## src/rtl/pipe_ctrl.sv

```systemverilog
// pipe_ctrl: central stall/flush/redirect sequencer for the five-stage core.
// Collects stall requests from ID, EX (multi-cycle countdown) and MEM, plus
// branch and trap redirects, and drives per-stage stall/flush vectors.
// Optional MEM bus-wait watchdog is compiled in with PIPE_CTRL_WATCHDOG_EN.
// Vector bit mapping: 0 PC, 1 IF/ID, 2 ID/EX, 3 EX/MEM, 4 MEM/WB, 5 reserved.

module pipe_ctrl #(
  parameter int EX_CNT_W       = 6,
  parameter int TIMEOUT_CYCLES = 255,
  parameter int PC_WIDTH       = 32
) (
  input  logic                clk_in,
  input  logic                reset_n_in,
  input  logic                id_stall_req_in,
  input  logic                ex_mc_start_in,
  input  logic [EX_CNT_W-1:0] ex_mc_cycles_in,
  input  logic                mem_stall_req_in,
  input  logic                branch_taken_in,
  input  logic [PC_WIDTH-1:0] branch_target_in,
  input  logic                trap_in,
  input  logic [PC_WIDTH-1:0] trap_vector_in,
  output logic [5:0]          stall_out,
  output logic [5:0]          flush_out,
  output logic                redirect_valid_out,
  output logic [PC_WIDTH-1:0] redirect_pc_out,
  output logic                bus_timeout_out
);

  // STALL: an EX countdown is in flight. REDIRECT_PENDING: the branch
  // latch holds a target waiting for the MEM stall to drop.
  typedef enum logic [1:0] {
    IDLE             = 2'd0,
    STALL            = 2'd1,
    REDIRECT_PENDING = 2'd2
  } state_t;

  state_t              state;
  state_t              state_next;
  logic [EX_CNT_W-1:0] cnt;
  logic [EX_CNT_W-1:0] cnt_next;
  logic [PC_WIDTH-1:0] pend_pc;
  logic [PC_WIDTH-1:0] pend_pc_next;

  logic timeout;
  logic ex_start;
  logic ex_stall;
  logic trap_any;
  logic pend_full;
  logic pend_issue;
  logic pend_load;

  // The watchdog counter is 8 bits wide, so the limit has to fit in it.
  if (TIMEOUT_CYCLES < 1 || TIMEOUT_CYCLES > 255) begin : g_bad_timeout
    $error("pipe_ctrl: TIMEOUT_CYCLES must be in 1..255");
  end

`ifdef PIPE_CTRL_WATCHDOG_EN
  logic [7:0] wd_cnt;
  logic [8:0] wd_inc;

  // Timeout fires in the stall cycle that brings the count up to the limit.
  assign wd_inc  = {1'b0, wd_cnt} + 9'd1;
  assign timeout = mem_stall_req_in && (wd_inc == 9'(TIMEOUT_CYCLES));

  // Count consecutive MEM-stall cycles; any gap, trap or timeout restarts it.
  always_ff @(posedge clk_in) begin
    if (!reset_n_in) begin
      wd_cnt <= '0;
    end else if (trap_in || timeout || !mem_stall_req_in) begin
      wd_cnt <= '0;
    end else begin
      wd_cnt <= wd_inc[7:0];
    end
  end
`else
  assign timeout = 1'b0;
`endif

  // A start is only honoured with a non-zero length and an idle counter.
  // The counter holds the stall cycles remaining after the current one, so
  // the start cycle itself stalls and the load value is N-1.
  assign ex_start   = ex_mc_start_in && (ex_mc_cycles_in != '0) && (cnt == '0);
  assign ex_stall   = ex_start || (cnt != '0);
  assign trap_any   = trap_in || timeout;
  assign pend_full  = (state == REDIRECT_PENDING);
  assign pend_issue = pend_full && !mem_stall_req_in && !trap_any;
  assign pend_load  = branch_taken_in && mem_stall_req_in && !pend_full && !trap_any;

  // Registered state: countdown, pending-redirect latch and status state.
  always_ff @(posedge clk_in) begin
    if (!reset_n_in) begin
      state   <= IDLE;
      cnt     <= '0;
      pend_pc <= '0;
    end else begin
      state   <= state_next;
      cnt     <= cnt_next;
      pend_pc <= pend_pc_next;
    end
  end

  // Next-state: countdown keeps running under a MEM stall; traps wipe it all.
  always_comb begin
    state_next   = state;
    cnt_next     = cnt;
    pend_pc_next = pend_pc;
    if (trap_any) begin
      state_next = IDLE;
      cnt_next   = '0;
    end else begin
      if (ex_start) begin
        cnt_next = ex_mc_cycles_in - EX_CNT_W'(1);
      end else if (cnt != '0) begin
        cnt_next = cnt - EX_CNT_W'(1);
      end
      if (pend_load) begin
        pend_pc_next = branch_target_in;
      end
      if (pend_load || (pend_full && !pend_issue)) begin
        state_next = REDIRECT_PENDING;
      end else if (cnt_next != '0) begin
        state_next = STALL;
      end else begin
        state_next = IDLE;
      end
    end
  end

  // Outputs by priority: reset, trap, pending branch, live branch, stall level.
  always_comb begin
    stall_out          = 6'b000000;
    flush_out          = 6'b000000;
    redirect_valid_out = 1'b0;
    redirect_pc_out    = '0;
    bus_timeout_out    = 1'b0;
    if (!reset_n_in) begin
      flush_out = 6'b011110;
    end else if (trap_any) begin
      flush_out          = 6'b011110;
      redirect_valid_out = 1'b1;
      redirect_pc_out    = trap_vector_in;
      bus_timeout_out    = timeout;
    end else if (pend_issue) begin
      flush_out          = 6'b000110;
      redirect_valid_out = 1'b1;
      redirect_pc_out    = pend_pc;
    end else if (branch_taken_in && !mem_stall_req_in) begin
      flush_out          = 6'b000110;
      redirect_valid_out = 1'b1;
      redirect_pc_out    = branch_target_in;
    end else if (mem_stall_req_in) begin
      stall_out = 6'b001111;
    end else if (ex_stall) begin
      stall_out = 6'b000111;
      flush_out = 6'b001000;
    end else if (id_stall_req_in) begin
      stall_out = 6'b000011;
      flush_out = 6'b000100;
    end
  end

endmodule

```

## config.mk

```make
export PLATFORM = sky130hd
export DESIGN_NAME = pipe_ctrl
export DESIGN_NICKNAME = d
export VERILOG_FILES = /design/src/rtl/pipe_ctrl.sv
export SDC_FILE = /design/constraint.sdc
export NUM_CORES = 1
export LEC_CHECK = 0
export CORE_MARGIN = 2
export CORE_UTILIZATION = 35
export DETAILED_ROUTE_END_ITERATION = 16
export HOLD_SLACK_MARGIN = 0.12
export PLACE_DENSITY = 0.75
export SYNTH_ARGS = -nofsm -noshare
export SYNTH_HDL_FRONTEND = slang
export SYNTH_SLANG_ARGS = --single-unit
```

## constraint.sdc

```tcl
create_clock -name clk_in -period 6.2 [get_ports clk_in]
set_input_delay 1.55 -clock clk_in [delete_from_list [all_inputs] [get_ports clk_in]]
set_output_delay 1.55 -clock clk_in [all_outputs]
set_load 0.02 [all_outputs]
```

==> flow_summary.ini <==
[outcome]
status = complete, no violations

[routing]
wirelength_um = 7640
wire_per_inst_um = 14.4
drt-initial-drc-count = 103
dr.pass1.iters = 5
vias = 2835
ant_nets = 0
post_drt_via_cell_ratio = 5.35
route.detailed.drc = 0

[die]
fp.dieW_um = 91.8
core_um2 = 7610
fp.dieH_um = 91.8
io_pins = 123
dieArea_um2 = 8430
rows = 32
start_util = 0.355

[power_and_ir_drop]
power_frac_comb = 0.378
power_density_nw_per_um2 = 198
power_frac_seq = 0.358
clockPowerShare = 0.263
p_switching_mw = 0.253
netSwitchingFraction = 0.317
power.leakage_nw = 1.67
p_int_mw = 0.544
peakVddDrop_mv = 0.0882

[clock_tree]
postCtsSetupBuffers = 0
clockRootBuffer = clkbuf_8
cts-buffers-inserted = 5
clk_pin_slew_ps = 70
insertion_delay_ps = 290
holdBufCountCts = 0
htreeDepth = 2
cts_sinks = 40
cts_tree = done
cts-resized-gates = 0
clockBufferDepth = 2

[timing]
fmax_mhz = 177
skew_ps = 7.41
tightest_slew_ps = 1100
rsz0062_at_grt = false
setup_viol = 0
period_needed_ps = 5660
slew_headroom = 0.263
hold_violations = 0
tns_ps = 0
min_period_over_period = 0.912
drv_slew = 0

[finish]
final_layout_size_suffix_gt1_frac = 0.0678
fin_cells = 530
fin_area_um2 = 4020
diodes = 0
fin_nets = 508
syn_to_final_growth_pct = 48.9

[synth]
synth.top_cells.by_count = nand2_1 (66), dfxtp_1 (40), a21boi_0 (32), a221o_1 (32), o211a_1 (32)
synthTopCellsByArea = dfxtp_1 (30%), a221o_1 (12%), o211a_1 (12%)
synthMuxAreaShare = 0
yosysMostFrequentCell = nand2_1
syn_area_um2 = 2700
synth_fa_ha_area_frac = 0.0186
netlist-cell-type-count = 53
ys.warnings.count = 0
yosys_register_bits = 40
ys_seq_area_frac = 0.297
synth_top_area_cell = dfxtp_1
yosys.area_share.xor_xnor = 0.0130
yosys.area_share.simple = 0.196
netlist_instances = 326
synth_top_family_by_area = compound AO/OA/AOI/OAI gates
synth_compound_area_frac = 0.401
synth_ff_type = dfxtp_1
synth_area_per_cell_um2 = 8.27
yosysTopAreaCellShare = 0.297
synth_edf_count = 0
async_reset_ff_frac = 0

[setup_path]
cp.depth = 8
required_ps = 4650
critical_path_class = in2out
worst_setup_path_end_kind = primary output
crit_arrival_ps = 4110
crit_path_start = trap_in
worstPathMaxFanout = 36
worstPathCellList = clkdlybuf4s50_1 > buf_4 > clkinv_1 > a21oi_2 > buf_4 > a221o_1 > o211a_1 > clkdlybuf4s50_1
r2r_slack_ps = 4130
r2r_cells = 5
rr_endpoint = pend_pc[17]
rr_startpoint = state[0]
cp_slowest_stage_delay_ps = 610
critPathSlowestCell = clkdlybuf4s50_1
cp.buffers_inverters = 5
worst_setup_path_start_kind = input port
crit_family = buffers and inverters

[place]
dp_hpwl_um = 5210
port_buffers = 117
place_area_um2 = 3890
dp_cells = 521
gp_congestion = 0.825

[worst_hold_path]
holdPathStages = 2
hold_path_class = reg2reg
hold_end = pend_pc[14]
hold_start = pend_pc[14]

[run]
maxCapViolations = 0

[grt]
grt_max_degree = 66
grt_overflow_total = 0
grt_pass1_vias = 2714
antenna_found_initial = 0
grt_pass1_wl_um = 12800
grt_use_total = 0.183
## worst register-to-register path: stages (launching register included)
cell	delay (ps)
dfxtp_1	330
and2b_2	260
nor3_2	790
buf_4	380
nand2_1	80
a21boi_0	150
## per-layer routing
metal | global-route usage | up-vias | part of all wire
met2 | 0.317 | 103 | 0.47
met3 | 0.0403 | 4 | 0.062
li1 | - | 1404 | -
met1 | 0.234 | 1324 | 0.46
met4 | 0.0373 | 0 | 0.0054
met5 | 0 | - | 0
## cells in the final DEF (no fill, tap or decap), types with 3 or more instances in the layout
master / instances
o21ai_0: 4
nor3_1: 7
a21boi_0: 32
clkdlybuf4s50_1: 116
buf_4: 6
a21oi_1: 6
a221o_1: 32
clkbuf_8: 5
o211a_1: 32
nand3_1: 3
inv_1: 6
xor2_1: 3
conb_1: 5
and2_1: 4
dfxtp_1: 40
nor2_1: 8
ha_1: 4
nand2_1: 66
## flip-flops by register name (all words and copies together) (netlist names)
register,cells
pend_pc,32
cnt,6
state,2
## per-stage QoR
step                worst slack, ps  total power, mW  hold WS (ps)  utilization
CTS                             299            0.806           471        0.526
global route                    382            0.848           489        0.528
finish                          545            0.796           466        0.528
floorplan                      1660            0.477           444            -
global placement                338            0.588           451        0.512
detailed placement              274            0.593           460        0.512
## cell families (layout without fill, tap and decap cells)
family	Yosys count	count (layout)
AOI/OAI and AO/OA	125	125
xor gates and xnor gates	4	4
adders and majority gates	4	4
buffers and inverters	41	139
DFF	40	40
other	1	5
and+or+nand+nor	111	111
## how the worst max path moves through the flow
stage / slack (ps) / endpoint
floorplan: 1660 / stall_out[1]
global placement: 340 / redirect_pc_out[1]
detailed placement: 270 / redirect_pc_out[1]
CTS: 300 / redirect_pc_out[1]
global route: 380 / redirect_pc_out[26]
finish: 540 / redirect_pc_out[26]
## layout make-up
cell class / count / area [um2]
clock inverter: 2 / 35.0
clock buffer: 6 / 72.6
inverter: 7 / 26.3
fill: 724 / 3590
tap: 102 / 128
sequential: 40 / 801
multi-input combinational: 249 / 1730
timing repair buffer: 124 / 1230
## power groups by stage
stage | Clock [mW] | Sequential, mW | Combinational, mW
3_3_place_gp | 0 | 0.290 | 0.298
2_1_floorplan | 0 | 0.288 | 0.189
6_report | 0.210 | 0.285 | 0.301
5_1_grt | 0.228 | 0.288 | 0.332
3_5_place_dp | 0 | 0.291 | 0.302
4_1_cts | 0.217 | 0.285 | 0.304
No activity file was read; power rests on OpenSTA's default activity.
